[config.mk]
export PLATFORM = sky130hd
export DESIGN_NAME = mw_addsub_seq
export DESIGN_NICKNAME = d
export VERILOG_FILES = /design/src/rtl/mw_addsub_seq.sv
export SDC_FILE = /design/constraint.sdc
export NUM_CORES = 1
export LEC_CHECK = 0
export CAP_MARGIN = 10
export CORE_UTILIZATION = 45
export CTS_CLUSTER_SIZE = 24
export DETAILED_ROUTE_END_ITERATION = 10
export PLACE_DENSITY = 0.73
export RECOVER_POWER = 50
export SLEW_MARGIN = 20
export SYNTH_ARGS = -nofsm -noshare
export SYNTH_HDL_FRONTEND = slang
export SYNTH_SLANG_ARGS = --single-unit
[constraint.sdc]
create_clock -name clk -period 5.9 [get_ports clk]
set_input_delay 0.59 -clock clk [delete_from_list [all_inputs] [get_ports clk]]
set_output_delay 0.59 -clock clk [all_outputs]
set_load 0.05 [all_outputs]
[src/rtl/mw_addsub_seq.sv]
// Multi-word add/subtract sequencer: one 32-bit slice, LSW first, carry chained between words.
// Accept to out_valid takes WORDS cycles; in DONE the outputs hold until out_ready.
module mw_addsub_seq #(
  parameter int WORDS = 4
) (
  input  logic                  clk,
  input  logic                  rst,
  input  logic                  in_valid,
  output logic                  in_ready,
  input  logic                  op,
  input  logic [32*WORDS-1:0]   a,
  input  logic [32*WORDS-1:0]   b,
  output logic                  out_valid,
  input  logic                  out_ready,
  output logic [32*WORDS-1:0]   result,
  output logic                  c_out,
  output logic                  ovf,
  output logic                  busy
);

  localparam int W  = 32 * WORDS;
  localparam int IW = (WORDS > 1) ? $clog2(WORDS) : 1;
  localparam logic [IW-1:0] LAST = IW'(WORDS - 1);

  typedef enum logic [1:0] {IDLE, CALC, DONE} state_t;

  state_t        state, state_nxt;
  logic [W-1:0]  a_q, b_q;
  logic          op_q;
  logic [IW-1:0] idx;
  logic          carry;
  logic          accept;
  logic          last_word;

  logic [31:0]   a_w, b_w, bx;
  logic [32:0]   sum;
  logic [31:0]   low31;
  logic [31:0]   s;
  logic          co;
  logic          c31;

  always_ff @(posedge clk) begin
    if (rst) state <= IDLE;
    else     state <= state_nxt;
  end

  always_comb begin
    state_nxt = state;
    in_ready  = 1'b0;
    out_valid = 1'b0;
    busy      = 1'b0;
    accept    = 1'b0;
    last_word = (idx == LAST);
    case (state)
      IDLE: begin
        in_ready = 1'b1;
        accept   = in_valid;
        if (in_valid) state_nxt = CALC;
      end
      CALC: begin
        busy = 1'b1;
        if (last_word) state_nxt = DONE;
      end
      DONE: begin
        busy      = 1'b1;
        out_valid = 1'b1;
        if (out_ready) state_nxt = IDLE;
      end
      default: state_nxt = IDLE;
    endcase
  end

  // Single 32-bit slice; carry into bit 31 is recovered from the low 31 bits for overflow.
  always_comb begin
    a_w   = a_q[idx*32 +: 32];
    b_w   = b_q[idx*32 +: 32];
    bx    = op_q ? ~b_w : b_w;
    sum   = {1'b0, a_w} + {1'b0, bx} + {32'b0, carry};
    low31 = {1'b0, a_w[30:0]} + {1'b0, bx[30:0]} + {31'b0, carry};
    s     = sum[31:0];
    co    = sum[32];
    c31   = low31[31];
  end

  always_ff @(posedge clk) begin
    if (rst) begin
      a_q    <= '0;
      b_q    <= '0;
      op_q   <= 1'b0;
      idx    <= '0;
      carry  <= 1'b0;
      result <= '0;
      c_out  <= 1'b0;
      ovf    <= 1'b0;
    end else begin
      if (accept) begin
        a_q   <= a;
        b_q   <= b;
        op_q  <= op;
        idx   <= '0;
        carry <= op;
      end else if (state == CALC) begin
        result[idx*32 +: 32] <= s;
        carry <= co;
        idx   <= last_word ? '0 : idx + 1'b1;
        if (last_word) begin
          c_out <= co;
          ovf   <= c31 ^ co;
        end
      end
    end
  end

endmodule

=== After elaboration in Yosys (flattened, before gate mapping) ===
Index checks and enable logic that the tools add are counted.

* Shift operators: 4
* Eq/ne operators: 6
* Add/sub/neg operators: 6
* Mux-type cells: 13
* Bitwise operators: 3
* Reductions and logical operators: 7

{| class="wikitable"
|+ Operators with widths
! kind !! number
|-
| 128-bit by 8-bit indexed part select with 32-bit output || 2
|-
| 128-bit bitwise mux || 1
|-
| 32-bit by 34-bit variable shift with 128-bit output, first input constant || 1
|-
| 32-bit by 34-bit indexed part select with 128-bit output || 1
|-
| 7-bit negator with 34-bit output || 1
|-
| 32-bit by 32-bit adder with 33-bit output || 1
|-
| 33-bit by 1-bit adder with 33-bit output || 1
|-
| 31-bit by 31-bit adder with 32-bit output || 1
|-
| 32-bit by 1-bit adder with 32-bit output || 1
|-
| 32-bit two-way mux || 1
|-
| 32-bit inverter || 1
|-
| 2-bit two-way mux || 4
|-
| 1-bit two-way mux || 6
|-
| 2-bit != test, second input constant || 3
|-
| 2-bit case mux with 3 select lines || 1
|-
| 3-bit AND reduction || 2
|-
| 2-bit equality test, second input constant || 2
|-
| 2-bit OR reduction || 2
|-
| 2-bit by 1-bit adder with 2-bit output, second input constant || 1
|-
| 2-bit by 1-bit equality test with 1-bit output, second input constant || 1
|-
| 2-bit logical NOT || 1
|-
| 2-bit AND reduction || 1
|-
| 2-bit nonzero test || 1
|-
| 1-bit inverter || 1
|-
| 1-bit bitwise XOR || 1
|}

* Word-level logic and storage cells: 48
* Register bits: 392
* Input bits: 261

=== Longest topological paths before layout ===
* Depth after elaboration: 7
* Depth in mapped cells: 16
* Mapped depth without buffers: 13

=== Worst setup path after synthesis ===
Ideal clock, no wire load.

* Kind: register -> register
* From: reg idx[0]
* To: reg result[95]
* Library setup time: 122 ps
* Stages on the path, launching flop included: 16
* Required time: 5778 ps
* Path slack: 1194 ps
* Data arrival time: 4584 ps
* Clock period less this slack: 4706 ps
* Path through: dfxtp_1 clkbuf_1 buf_1 buf_1 mux4_2 ha_1 buf_6 and4_4 buf_6 and3_4 a221oi_2 nor3b_2 a211oi_1 or4b_4 buf_6 a221o_1

* Cells in the longest elaborated chain, start to end: 7
* Elaborated cells between the ends (all ways): 10

{| class="wikitable"
|+ Ends and longest elaborated chain
! element !! line !! text
|-
| start: declaration || 30 || <nowiki>logic [IW-1:0] idx;</nowiki>
|-
| start signal: assignment || 105 || <nowiki>idx <= last_word ? '0 : idx + 1'b1;</nowiki>
|-
| 128-bit by 8-bit indexed part select with 32-bit output || 76 || <nowiki>b_w = b_q[idx*32 +: 32];</nowiki>
|-
| 32-bit inverter || 77 || <nowiki>bx = op_q ? ~b_w : b_w;</nowiki>
|-
| 32-bit two-way mux || 77 ||
|-
| 32-bit by 32-bit adder with 33-bit output || 78 || <nowiki>sum = {1'b0, a_w} + {1'b0, bx} + {32'b0, carry};</nowiki>
|-
| 33-bit by 1-bit adder with 33-bit output || 78 ||
|-
| 32-bit by 34-bit indexed part select with 128-bit output || 103 || <nowiki>result[idx*32 +: 32] <= s;</nowiki>
|-
| 128-bit bitwise mux (*) || 103 ||
|-
| end signal: indexed assignment || 103 ||
|-
| end: declaration || 15 || <nowiki>output logic [32*WORDS-1:0] result,</nowiki>
|}

Mark *: on every way between the ends. The rest lies on a longest branch, timed or not.
A chain may end at the register's enable or synchronous reset.

=== Final worst setup path ===
* From: reg state[0]
* To: reg b_q[48]

* Cells in the longest elaborated chain, start to end: 2

{| class="wikitable"
|+ Ends and longest elaborated chain
! element !! line !! text
|-
| start: declaration || 27 || <nowiki>state_t state, state_nxt;</nowiki>
|-
| start signal: assignment || 44 || <nowiki>else state <= state_nxt;</nowiki>
|-
| 2-bit logical NOT || 54 || <nowiki>case (state)</nowiki>
|-
| 1-bit two-way mux || 54 ||
|-
| end signal: assignment || 88 || <nowiki>b_q <= '0;</nowiki>
|-
| end signal: assignment || 98 || <nowiki>b_q <= b;</nowiki>
|-
| end: declaration || 28 || <nowiki>logic [W-1:0] a_q, b_q;</nowiki>
|}

No other way between the ends.

==> results by group <==
Timing
  – WHS: 0.453 ns
  – Final Hold Viols: 0
  – Slew Viols, Final: 261
  – Setup Skew: 0.00922 ns
  – Slew margin rel.: -0.778
  – Final setup fails: 0
  – Fmax: 0.201 GHz
  – RSZ-0062 raised after global routing: no
  – Period utilization: 0.843
  – Worst-margin pin slew: 2.66 ns
  – Final min period: 4.97 ns
  – TNS Setup: 0 ns

Die
  – Die Height: 198 µm
  – Initial Util: 0.459
  – I/O Pins: 394
  – Die width: 198 µm
  – Total core area: 37800 µm²
  – Die Area: 39300 µm²
  – Row count: 71

Clock tree
  – Clk slew on worst S/H paths: 0.06 ns
  – CTS buffer count: 41
  – H-tree depth: 2
  – Clk_lat worst skew: 0.54 ns
  – CTS Root Cell: clkbuf_16
  – Post-CTS Hold Buffers: 0
  – Clock Tree Buf Depth: 3
  – Clk sinks: 392
  – Post-CTS setup buffer count: 0
  – Post-cts resize count: 0
  – CTS tree: built

Logic synthesis
  – Cell Area, Synth: 17300 µm²
  – Fraction of registers with async set/reset: 0
  – Count of cell types in the netlist: 63
  – Mapped Nets: 2339
  – Synth Flop Type: dfxtp_1
  – Synth area leaders: dfxtp_1 45%, nand2_1 12%, a21oi_1 8.8%
  – Post-synth EDFFs: 0
  – Yosys top cell area share: 0.453
  – Mean Syn Cell Area: 8.51 µm²
  – Post-Syn Instances: 2036
  – Seq/Total Area, Yosys: 0.453
  – Synth warn: 0
  – Post-synthesis register bit count: 392
  – Area leader, netlist: dfxtp_1

Final layout
  – Fin nets: 2638
  – Fill count: 3272
  – Final cell count without fillers: 2875
  – Share of cells above drive strength 1: 0.0723
  – Area grow syn2layout: 32.0%
  – Final Cell Area: 22900 µm²
  – Diode count: 0

Setup path
  – Max incr delay on CP: 1.90 ns
  – Cell family with most CP delay: simple AND/OR/NAND/NOR gates
  – Worst R2R Path Depth: 6
  – Worst r2r dst: b_q[48]$_SDFFE_PP0P_
  – Worst Path Buf+Inv: 2
  – CP Class: reg2reg
  – R2R Setup Slk: 0.93 ns
  – CP max stage cell: nand2_1
  – Worst EP required: 6.35 ns
  – CP Capture Type: flop
  – Worst r2r src: state[0]$_SDFFE_PP0P_
  – Crit path DAT: 5.42 ns
  – Worst-path maximum fanout: 176
  – Critical path startpoint category: flop
  – CP Cell Sequence: inv_1 > ha_1 > nand2_1 > clkbuf_4 > nand2_1 > a21oi_1
  – Most used cell, CP: nand2_1

Global routing
  – Tot GR Track Use: 0.278
  – Initial antenna violation count: 0
  – First-pass GRT wire length: 85.0 mm
  – Largest net degree at the start of global routing: 181
  – Vias in the first global route: 15100
  – Total congestion overflow: 0

Worst hold path
  – Hold Path End: a_q[80]$_SDFFE_PP0P_
  – Min-delay src: a_q[80]$_SDFFE_PP0P_
  – Worst hold path type: reg2reg
  – Hold path cells: 2

Placed design
  – Port bufs: 393
  – Placed inst area: 21500 µm²
  – Placed cells: 2803
  – RePlAce Congestion: 0.913
  – Final HPWL DP: 40.3 mm

Detailed routing
  – DRT Wirelength: 55.5 mm
  – Vias: 15900
  – DRT Pass-1 Iters: 6
  – DR DRC count: 0
  – Iter 0 DRT Violations: 1181
  – Post-DRT Antenna Nets: 0
  – Per-cell routed wire length: 19.3 µm
  – Vias/cell: 5.53

Pwr
  – Reg power frac: 0.355
  – Internal power: 0.00575 W
  – Pwr Total: 0.00916 W
  – Clock power frac: 0.292
  – Comb pwr share: 0.353
  – Psw: 0.00341 W
  – Worst vdd ir: 0.000203 V
  – Pwr dens: 400 nW/µm²
  – Static Leakage: 9.04 nW
  – Sw Ratio: 0.372

Outcome
  – Failing checks: max-capacitance violations, max-slew violations
  – Outcome: finished, violations left

Flow run
  – Max-cap violations: 2
## flip-flops by register name, summed over array words and instances (netlist names), 2 cells and up
register  flops
a_q         128
b_q         128
idx           2
result      128
state         2
## per-stage QoR
stage          worst slack (ns)  utilization
5_1_grt                   0.495        0.606
2_1_floorplan              1.19            -
3_5_place_dp               1.23        0.569
6_report                  0.929        0.606
4_1_cts                    1.22        0.607
3_3_place_gp               1.42        0.569
## worst max-delay path by stage
| stage | start | to | slack [ns] | depth (start not counted) |
|---|---|---|---|---|
| final | state[0]$_SDFFE_PP0P_ | b_q[48]$_SDFFE_PP0P_ | 0.93 | 6 |
| after global routing | state[0]$_SDFFE_PP0P_ | a_q[99]$_SDFFE_PP0P_ | 0.49 | 6 |
| after CTS | idx[0]$_SDFFE_PP0P_ | result[126]$_SDFFE_PP0P_ | 1.22 | 10 |
| after detailed placement | idx[0]$_SDFFE_PP0P_ | result[126]$_SDFFE_PP0P_ | 1.23 | 10 |
| after global placement | idx[0]$_SDFFE_PP0P_ | result[126]$_SDFFE_PP0P_ | 1.42 | 10 |
| after floorplan | idx[0]$_SDFFE_PP0P_ | result[95]$_SDFFE_PP0P_ | 1.19 | 15 |
## cell type report
class	instances	area (µm²)	area share
clock inverters	11	136	0.00596
clock buffers	61	1270	0.0557
repair buffers	416	4120	0.180
flip-flops and latches	392	7860	0.343
well taps	511	639	0.0279
inverters	21	78.8	0.00344
multi-input cells	1463	8770	0.383
## cell usage in the layout, fill, tap and decap left out, types with 4 or more instances in the layout
master / count
nor2_1: 122
and3_1: 6
nor2b_1: 5
a21oi_1: 305
o21bai_1: 4
xnor2_1: 16
clkinv_2: 6
a21o_1: 10
a31oi_1: 6
a211oi_1: 5
a22oi_1: 88
or3_1: 4
clkbuf_16: 44
buf_4: 19
nand4_1: 5
nand3_1: 21
o21a_1: 5
mux2i_1: 5
inv_1: 21
clkbuf_1: 7
mux4_2: 64
dlygate4sd3_1: 131
nand2b_1: 11
nor3_1: 20
nand2_1: 563
o211ai_1: 7
clkdlybuf4s50_1: 261
nand3b_1: 30
dfxtp_1: 389
o21ai_0: 30
o311ai_0: 8
ha_1: 40
xor2_1: 38
clkbuf_8: 11
## per-layer routing
metal,vias to the layer above,GRT usage,share of wire
met5,-,0,0
met4,0,0.0910,0.031
met2,617,0.468,0.48
li1,7606,-,-
met3,87,0.0409,0.068
met1,7591,0.365,0.42
## logic make-up after synthesis
| group | count (synthesis) | synth area share |
|---|---|---|
| flip-flops | 392 | 0.453 |
| multiplexers | 72 | 0.0880 |
| AND/OR/NAND/NOR | 803 | 0.192 |
| buffers and inverters | 181 | 0.0416 |
| adder cells (fa/ha/maj) | 42 | 0.0312 |
| AO/OA/AOI/OAI | 492 | 0.167 |
| XOR/XNOR | 54 | 0.0273 |
## power by group through the flow
| stage | combinational, W | sequential (W) | clock [W] |
|---|---|---|---|
| final | 0.00323 | 0.00325 | 0.00268 |
| after global routing | 0.00350 | 0.00330 | 0.00281 |
| after CTS | 0.00324 | 0.00326 | 0.00271 |
| after detailed placement | 0.00323 | 0.00331 | 0 |
| after global placement | 0.00318 | 0.00329 | 0 |
| after floorplan | 0.00207 | 0.00337 | 0 |
## synthesized netlist by cell type, drive strengths merged (3+ instances only)
cell type	count
a211oi	5
a21o	10
a21oi	305
a221oi	3
a22oi	88
a31oi	6
a32oi	3
and2	4
and3	8
buf	31
clkbuf	129
dfxtp	392
ha	40
inv	21
mux2	3
mux2i	5
mux4	64
nand2	563
nand2b	11
nand3	21
nand3b	30
nand4	5
nor2	122
nor2b	5
nor3	21
o211ai	7
o21a	5
o21ai	30
o21bai	4
o311ai	8
or3	5
xnor2	16
xor2	38
## worst min-delay path, delay by kind of cell (launching register included)
family | cells | cell delay, ns
flip-flops | 1 | 0.30
AO/OA/AOI/OAI | 1 | 0.05
AND/OR/NAND/NOR | 1 | 0.05
No activity file was read; power rests on OpenSTA's default activity.
